[config.mk]
export PLATFORM = sky130hd
export DESIGN_NAME = detector_casamento_flat
export DESIGN_NICKNAME = d
export VERILOG_FILES = /design/src/rtl/detector_casamento_if.sv /design/src/rtl/detector_casamento.sv /design/src/flat_wrapper.sv
export SDC_FILE = /design/constraint.sdc
export NUM_CORES = 1
export LEC_CHECK = 0
export CAP_MARGIN = 20
export CORE_MARGIN = 1
export CORE_UTILIZATION = 45
export DETAILED_ROUTE_END_ITERATION = 6
export PLACE_DENSITY = 0.66
export SYNTH_ARGS = -nofsm -noshare
export SYNTH_HDL_FRONTEND = slang
export SYNTH_SLANG_ARGS = --single-unit
[constraint.sdc]
create_clock -name clk -period 6.75 [get_ports clk]
set_input_delay 2.025 -clock clk [delete_from_list [all_inputs] [get_ports clk]]
set_output_delay 2.025 -clock clk [all_outputs]
set_load 0.05 [all_outputs]
[src/rtl/detector_casamento_if.sv]
// Bundles the comparator-side inputs and the event/status outputs of the match detector.
// The "slave" modport is the detector itself; "master" is whoever drives and polls it.
interface detector_casamento_if #(
  parameter int CNT_WIDTH = 8
) ();

  logic                 en;
  logic                 match_in;
  logic                 clear;
  logic                 event_pulse;
  logic                 event_flag;
  logic [CNT_WIDTH-1:0] event_count;
  logic                 overflow;
  logic                 busy;

  modport master (
    output en, match_in, clear,
    input  event_pulse, event_flag, event_count, overflow, busy
  );

  modport slave (
    input  en, match_in, clear,
    output event_pulse, event_flag, event_count, overflow, busy
  );

endinterface

[src/rtl/detector_casamento.sv]
// Qualifies a comparator match held for HOLD consecutive enabled cycles, emits one
// event per match episode and keeps a saturating event counter with sticky flags.
module detector_casamento #(
  parameter int HOLD      = 3,
  parameter int CNT_WIDTH = 8
) (
  input  logic                    clk,
  input  logic                    rst,
  detector_casamento_if.slave     bus
);

  typedef enum logic [1:0] {
    IDLE    = 2'd0,
    QUALIFY = 2'd1,
    LOCKED  = 2'd2
  } state_e;

  localparam logic [7:0]           HOLD_LAST = 8'(HOLD - 1);
  localparam logic [CNT_WIDTH-1:0] CNT_MAX   = '1;

  state_e               state_q, state_d;
  logic [7:0]           hold_cnt_q, hold_cnt_d;
  logic                 fire;
  logic                 pulse_q;
  logic                 flag_q, flag_d;
  logic [CNT_WIDTH-1:0] count_q, count_d;
  logic                 ovf_q, ovf_d;
  logic                 busy_q;

  always_comb begin
    // NOTE: every always_comb output gets a default first so no path can infer a latch.
    state_d    = state_q;
    hold_cnt_d = hold_cnt_q;
    fire       = 1'b0;
    if (bus.en) begin
      unique case (state_q)
        IDLE: begin
          if (bus.match_in) begin
            if (HOLD == 1) begin
              fire    = 1'b1;
              state_d = LOCKED;
            end else begin
              state_d    = QUALIFY;
              hold_cnt_d = 8'd1;
            end
          end
        end
        QUALIFY: begin
          if (!bus.match_in) begin
            state_d    = IDLE;
            hold_cnt_d = '0;
          end else if (hold_cnt_q == HOLD_LAST) begin
            fire       = 1'b1;
            state_d    = LOCKED;
            hold_cnt_d = '0;
          end else begin
            hold_cnt_d = hold_cnt_q + 8'd1;
          end
        end
        LOCKED: begin
          if (!bus.match_in) state_d = IDLE;
        end
        default: begin
          state_d    = IDLE;
          hold_cnt_d = '0;
        end
      endcase
    end
  end

  // Clear is applied first so an event on the same edge counts on top of the cleared value.
  always_comb begin
    count_d = bus.clear ? '0 : count_q;
    flag_d  = flag_q & ~bus.clear;
    ovf_d   = ovf_q & ~bus.clear;
    if (fire) begin
      flag_d = 1'b1;
      if (count_d == CNT_MAX) ovf_d   = 1'b1;
      else                    count_d = count_d + 1'b1;
    end
  end

  always_ff @(posedge clk) begin
    // NOTE: sequential state uses non-blocking assignments so all registers update together.
    if (rst) begin
      state_q    <= IDLE;
      hold_cnt_q <= '0;
      pulse_q    <= 1'b0;
      flag_q     <= 1'b0;
      count_q    <= '0;
      ovf_q      <= 1'b0;
      busy_q     <= 1'b0;
    end else begin
      state_q    <= state_d;
      hold_cnt_q <= hold_cnt_d;
      pulse_q    <= fire;
      flag_q     <= flag_d;
      count_q    <= count_d;
      ovf_q      <= ovf_d;
      busy_q     <= (state_d != IDLE);
    end
  end

  assign bus.event_pulse = pulse_q;
  assign bus.event_flag  = flag_q;
  assign bus.event_count = count_q;
  assign bus.overflow    = ovf_q;
  assign bus.busy        = busy_q;

endmodule

[src/flat_wrapper.sv]
// flat-port wrapper written by rule: the top's interface ports become plain ports
module detector_casamento_flat 
#(
  parameter int HOLD      = 3,
  parameter int CNT_WIDTH = 8
)
  (clk, rst, bus_en, bus_match_in, bus_clear, bus_event_pulse, bus_event_flag, bus_event_count, bus_overflow, bus_busy);
  detector_casamento_if #(.CNT_WIDTH(CNT_WIDTH)) bus_i ();
  input  logic clk;
  input  logic rst;
  input wire logic [$bits(bus_i.en)-1:0] bus_en;
  input wire logic [$bits(bus_i.match_in)-1:0] bus_match_in;
  input wire logic [$bits(bus_i.clear)-1:0] bus_clear;
  output wire logic [$bits(bus_i.event_pulse)-1:0] bus_event_pulse;
  output wire logic [$bits(bus_i.event_flag)-1:0] bus_event_flag;
  output wire logic [$bits(bus_i.event_count)-1:0] bus_event_count;
  output wire logic [$bits(bus_i.overflow)-1:0] bus_overflow;
  output wire logic [$bits(bus_i.busy)-1:0] bus_busy;
  assign bus_i.en = bus_en;
  assign bus_i.match_in = bus_match_in;
  assign bus_i.clear = bus_clear;
  assign bus_event_pulse = bus_i.event_pulse;
  assign bus_event_flag = bus_i.event_flag;
  assign bus_event_count = bus_i.event_count;
  assign bus_overflow = bus_i.overflow;
  assign bus_busy = bus_i.busy;
  detector_casamento #(.HOLD(HOLD), .CNT_WIDTH(CNT_WIDTH)) u_core (.clk(clk), .rst(rst), .bus(bus_i));
endmodule
==> run summary, run 1 <==
Largest net degree at the start of global routing: 21
Logic pwr share: 7.8%
Fmax: 0.2436 GHz
Synth unique cells: 40
Via density: 5.749
Synth top area share: 37.41%
Share of layout cells above drive strength 1: 7.383%
Initial antenna violation count: 0
Total GRT Usage: 18.02%
Endpoints failing setup: 0
Core area: 0.002477 sq mm
GPL Wtd Cong: 0.7787
Post-Syn Instances: 138
Worst-path fanout max: 12
Fillers: 246
Max_slew headroom: 43.48%
Synth Area per Inst: 8.532 sq um
Setup Buffers After CTS: 0
DRT antenna net count: 0
Port Buf Inserts: 16
CTS tree: built
Initial Util: 47.53%
Die width: 53.15 microns
Post-DP HPWL: 1647 microns
Layout Nets: 158
Peak supply drop: 143.1 uV
Flop pwr share: 58.7%
Vias in the first global route: 800
Synthesized net count: 146
Final Critical Period: 4.106 ns
Global-route wire length before repair: 3629 microns
Placed inst area: 0.001331 sq mm
Post-CTS Resized: 0
Area of the multi-input gates: 674.4 sq um
DR iter-0 viols: 9
LEAKAGE: 0.4906 nW
Max incr delay on CP: 0.65 ns
Clock share of power: 33.5%
Final Hold Viols: 0
Core Rows: 18
Clk slew on worst S/H paths: 0.12 ns
Worst-path cell chain: clkdlybuf4s50_1 -> nor2b_1 -> ha_1 -> nand4b_1 -> nor4_1 -> and4bb_2 -> nor3_1
DRC: 0
Final wirelength: 2332 microns
Die Area: 0.002825 sq mm
Clk_lat worst skew: 0.32 ns
Pwr dens: 166.5 mW/mm^2
Sequential cell area: 440.4 sq um
CP required: 6.94 ns
Ant. Diodes: 0
Area contributors post-synth: dfxtp_1, a21oi_1, nand3_1, ha_1, nand2_1
Clock Tree Buf Depth: 2
CP arrival: 4.29 ns
Setup TNS: 0 ns
Crit path capture type: flop
Actual slew at the worst max-slew pin: 0.8400 ns
CTS Hold Bufs: 0
Yosys warning total: 0
Chip Height: 53.15 microns
Area growth from synthesis to layout: 16.15%
Hold Crit Class: reg -> reg
Congestion Overflow GR: 0
Hold path start: u_core.bus.overflow
WL/cell: 13.03 microns
First-pass iteration count of the detailed router: 4
Final Skew: 0.007189 ns
Htree depth: 1
Outcome: finished, final reports clean
Vias: 1029
Sw Ratio: 24.91%
RSZ-0062 raised after global routing: false
Final Cycle Share: 60.83%
Critical R2R Launch: u_core.hold_cnt_q[0]
Clk sinks: 22
Worst Setup SP: bus_clear
Internal power: 0.1709 mW
CP max-delay cell: nor4_1
Worst setup SP type: input port
Root buffer cell: clkbuf_4
Post-synthesis sequential area ratio: 37.41%
Final instance area: 0.001368 sq mm
Io pins: 17
FF+latch count, synth: 22
Area of the mapped netlist: 0.001177 sq mm
Net Switching: 0.05671 mW
Critical path class: in -> reg
Max-cap viol count: 0
Num CTS Buffers: 3
Max-slew violations: 0
Biggest area consumer among synthesized cells: dfxtp_1
==> cells by family (layout without fill, tap and decap cells) <==
| kind of cell | after synthesis | count (layout) | share of synthesized area (%) |
|---|---|---|---|
| buffers and inverters | 14 | 25 | 5.313 |
| XOR/XNOR | 4 | 4 | 2.975 |
| adder cells (fa/ha/maj) | 3 | 3 | 3.188 |
| multiplexers | 2 | 2 | 1.807 |
| AND/OR/NAND/NOR | 60 | 60 | 31.03 |
| flip-flops | 22 | 22 | 37.41 |
| AO/OA/AOI/OAI | 33 | 33 | 18.28 |
==> per-stage QoR <==
| step | cells | hold slack (ns) | utilization, % | total power, mW | setup slack (ns) |
|---|---|---|---|---|---|
| 6_report | 179 | 0.4723 | 55.20 | 0.2276 | 2.644 |
| 4_1_cts | 179 | 0.4747 | 55.20 | 0.2299 | 2.654 |
| 5_1_grt | 179 | 0.4918 | 55.20 | 0.2367 | 2.291 |
| 3_5_place_dp | 175 | 0.4562 | 53.74 | 0.1540 | 2.325 |
| 2_1_floorplan | 138 | 0.4471 | - | 0.1485 | 3.090 |
| 3_3_place_gp | 175 | 0.4531 | 53.74 | 0.1539 | 2.426 |
==> cell type report <==
cell class              count  area share (%)
clock buffers               4           2.653
flip-flops and latches     22           32.20
well taps                  30           2.745
repair buffers             16           11.71
inverters                   5           1.372
multi-input cells         102           49.31
==> worst max-delay path: cells and delay by family <==
family                   cells  cell delay (ns)
AND/OR/NAND/NOR              5             1.44
buffers and inverters        1             0.60
adder cells (fa/ha/maj)      1             0.22
==> routing by layer <==
layer / vias to the layer above / part of all wire (%) / GRT usage (%)
met2: 15 / 42 / 24.05
met1: 479 / 53 / 26.70
met5: - / 0 / 0
met3: 4 / 3.8 / 5.172
li1: 531 / - / -
met4: 0 / 1.3 / 6.579
==> synth_stat cells, drive strengths merged <==
cell	instances
dfxtp	22
a21oi	12
nand2	10
nand3	8
nor2	7
clkbuf	6
or3	6
inv	5
o21ai	5
o31ai	5
and2	4
and3	4
xor2	4
a211oi	3
buf	3
ha	3
nand4b	3
nor2b	3
nor3	3
nor3b	3
or4	3
o2111ai	2
o211ai	2
a2111o	1
and3b	1
and4bb	1
mux2	1
mux2i	1
nand3b	1
nor4	1
nor4b	1
o211a	1
o21bai	1
o311ai	1
or4b	1
==> power by group through the flow <==
stage	registers (mW)	logic (mW)	clock network, mW
after CTS	0.134	0.0177	0.0786
after detailed placement	0.136	0.0176	0
final	0.134	0.0177	0.0763
after global placement	0.136	0.0174	0
after global routing	0.134	0.0196	0.0830
after floorplan	0.137	0.0117	0
==> state kept, by name, indices dropped and copies added (netlist names) <==
name,cells
u_core.bus.event_count,8
u_core.hold_cnt_q,8
u_core.state_q,2
u_core.bus.busy,1
u_core.bus.event_flag,1
u_core.bus.event_pulse,1
u_core.bus.overflow,1
==> worst paths after layout <==
check	endpoint	slack (ns)	depth (start not counted)
hold reg to reg	u_core.bus.overflow	0.47	2
setup / recovery	u_core.bus.event_count[4]	2.64	7
hold / removal	u_core.bus.overflow	0.47	2
setup reg to reg	u_core.bus.event_count[4]	4.32	6
==> layout by cell type (no fill, tap or decap), types with 2 or more instances in the layout <==
cell type,n
nor2_1,7
dfxtp_1,22
inv_1,5
a211oi_1,3
nor3b_1,3
clkdlybuf4s50_1,16
a21oi_1,12
xor2_1,4
and3_1,3
or3_1,3
nand4b_1,3
nor2b_1,3
ha_1,3
or4_1,3
o2111ai_1,2
o21ai_0,4
or3_2,2
clkbuf_4,3
nand2_1,10
nor3_1,3
nand3_1,8
and2_1,4
o31ai_1,5
o211ai_1,2
No activity file was read; power rests on OpenSTA's default activity.
==> inputs of run 2 (changes only) <==
PLACE_DENSITY = 0.69   (was 0.66)
clock period = 3.54 ns   (was 6.75 ns; I/O delays follow)
==> run 2 against run 1 <==
Compared with the run above: register-to-register slack worse by 3.1 ns; first-iteration DRC count grew to 4.1 times the previous value; largest power group unchanged; sequential share of layout area is 0.38 points lower.
==> run summary, run 2 (synthesized netlist as in run 1, its figures left out) <==
Critical path class: in -> reg
Num CTS Buffers: 3 (unchanged)
Port Buf Inserts: 16 (unchanged)
Core area: 0.002477 sq mm (unchanged)
Logic pwr share: 9.2% (+1.4 points)
CTS tree: built
Setup TNS: 0 ns (unchanged)
Share of layout cells above drive strength 1: 9.211% (+1.8 points)
Hold Crit Class: reg -> reg
Final Hold Viols: 0 (unchanged)
Max-cap viol count: 0 (unchanged)
Chip Height: 53.15 microns (unchanged)
CTS Hold Bufs: 0 (unchanged)
Endpoints failing setup: 0 (unchanged)
Die width: 53.15 microns (unchanged)
M1 GR Usage: 28.30% (+1.6 points)
Worst hold slack: 0.4701 ns (-0.002250 ns)
Max incr delay on CP: 0.73 ns (+0.08 ns)
Most frequent cells in the layout: dfxtp_1, clkdlybuf4s50_1, a21oi_1
Vias in the first global route: 950 (+19%)
CP dominant cell by count: and3_1
Initial antenna violation count: 0 (unchanged)
Net Switching: 0.09641 mW (+70%)
Initial Util: 47.53% (unchanged)
Most Used Layer, Global Route: met2
Largest net degree at the start of global routing: 15 (-29%)
Congestion Overflow GR: 0 (unchanged)
GPL Wtd Cong: 0.7705 (-1.1%)
Final Cycle Share: 82.63%
Final Critical Period: 2.925 ns
Crit path capture type: flop
Clk slew on worst S/H paths: 0.12 ns (about the same)
Worst-path fanout max: 12 (unchanged)
Worst-path cell chain: clkdlybuf4s50_1 -> nor2b_1 -> ha_1 -> and3_1 -> and3_1 -> or3_2 -> a21oi_1
Outcome: finished, final reports clean
Core Rows: 18 (unchanged)
LEAKAGE: 0.5033 nW (+2.6%)
Max_slew headroom: 66.05% (+23 points)
CP max-delay cell: clkdlybuf4s50_1
Placed inst area: 0.001361 sq mm (+2.3%)
Setup Buffers After CTS: 0 (unchanged)
Vias: 1076 (+4.6%)
Max-slew violations: 0 (unchanged)
RSZ-0062 raised after global routing: false
Final cell count without fillers: 182 (+1.7%)
CP required: 3.77 ns (-3.17 ns)
Area growth from synthesis to layout: 17.53%
Post-DP HPWL: 1831 microns (+11%)
Layout Nets: 162 (+2.5%)
Setup WS pre-CTS: 0.3300 ns (-1.995 ns)
Post-CTS Resized: 0 (unchanged)
DRC: 0 (unchanged)
Final instance area: 0.001384 sq mm (+1.2%)
Met3 Resource Use GR: 3.448% (-1.7 points)
Final setup margin: 0.6149 ns (-2.029 ns)
Ant. Diodes: 0 (unchanged)
First-pass iteration count of the detailed router: 4 (unchanged)
Peak supply drop: 177.4 uV (+24%)
DRT antenna net count: 0 (unchanged)
Clk sinks: 22 (unchanged)
Final wirelength: 2489 microns (+6.7%)
Flop pwr share: 63.5% (+4.8 points)
Clock Tree Buf Depth: 2 (unchanged)
Pwr dens: 289.7 mW/mm^2 (+74%)
DR iter-0 viols: 37 (+28)
Clk_lat worst skew: 0.29 ns (-0.03 ns)
Actual slew at the worst max-slew pin: 0.5077 ns (-0.3323 ns)
Io pins: 17 (unchanged)
Die Area: 0.002825 sq mm (unchanged)
Via density: 5.912 (+2.8%)
WL/cell: 13.68 microns (+5.0%)
Internal power: 0.3045 mW (+78%)
Dpl cells: 179 (+2.3%)
Total GRT Usage: 20.14% (+2.1 points)
Commonest non-fill, non-tap cell in the layout: dfxtp_1
Htree depth: 1 (unchanged)
Global-route wire length before repair: 4278 microns (+18%)
CP arrival: 3.16 ns (-1.13 ns)
Root buffer cell: clkbuf_4
Worst setup SP type: input port
Final Skew: 0.002594 ns (-0.004595 ns)
Fillers: 235 (-4.5%)
Sw Ratio: 24.05% (-0.86 points)
Fmax: 0.3419 GHz
Clock share of power: 27.3% (-6.2 points)
Met2 usage: 31.43% (+7.4 points)
## run 2: cell types whose count changed in the layout (fill, tap and decap cells not counted), sizes merged
| cell | delta |
|---|---|
| clkbuf | -1 |
| buf | +4 |
## run 2: per-stage QoR
step	power, mW	util (%)
after global routing	0.4217	55.86
after detailed placement	0.2968	54.95
final	0.4009	55.86
after global placement	0.2956	54.95
after floorplan	0.2831	-
after CTS	0.4062	55.86
## run 2: path summary, 6_finish.rpt
path	to	start	slack (ns)	cells after the start
worst max-delay path	u_core.bus.event_count[0]	bus_clear	0.61	7
worst min register to register	u_core.bus.event_flag	u_core.bus.event_flag	0.47	2
worst max register to register	u_core.bus.event_count[7]	u_core.hold_cnt_q[0]	1.22	6
worst min-delay path	u_core.bus.event_flag	u_core.bus.event_flag	0.47	2
## run 2: cell type report
type	count	area (sq um)	share of cell area [%]
inverter	5	18.77	1.356
timing repair buffer	20	190.2	13.74
sequential	22	440.4	31.83
clock buffer	3	22.52	1.627
multi-input combinational	102	674.4	48.73
tap	30	37.54	2.712
## run 2: power groups by stage
stage / sequential, mW / combinational [mW] / clock (mW)
6_report: 0.254 / 0.0368 / 0.110
5_1_grt: 0.256 / 0.0408 / 0.125
4_1_cts: 0.254 / 0.0367 / 0.115
3_5_place_dp: 0.260 / 0.0366 / 0
3_3_place_gp: 0.260 / 0.0356 / 0
2_1_floorplan: 0.261 / 0.0222 / 0
## run 2: metal layers
metal / up-vias / share of wire [%] / wire length [microns]
met1: 508 / 49 / 1215
met2: 28 / 45 / 1132
li1: 538 / - / -
met5: - / 0 / 0
met4: 0 / 0.60 / 15
met3: 2 / 5.0 / 125
## run 2: critical path: cells and delay by family
kind / cells / cell delay [ns]
AO/OA/AOI/OAI: 1 / 0.15
adder cells (fa/ha/maj): 1 / 0.24
buffers and inverters: 1 / 0.73
AND/OR/NAND/NOR: 4 / 0.97
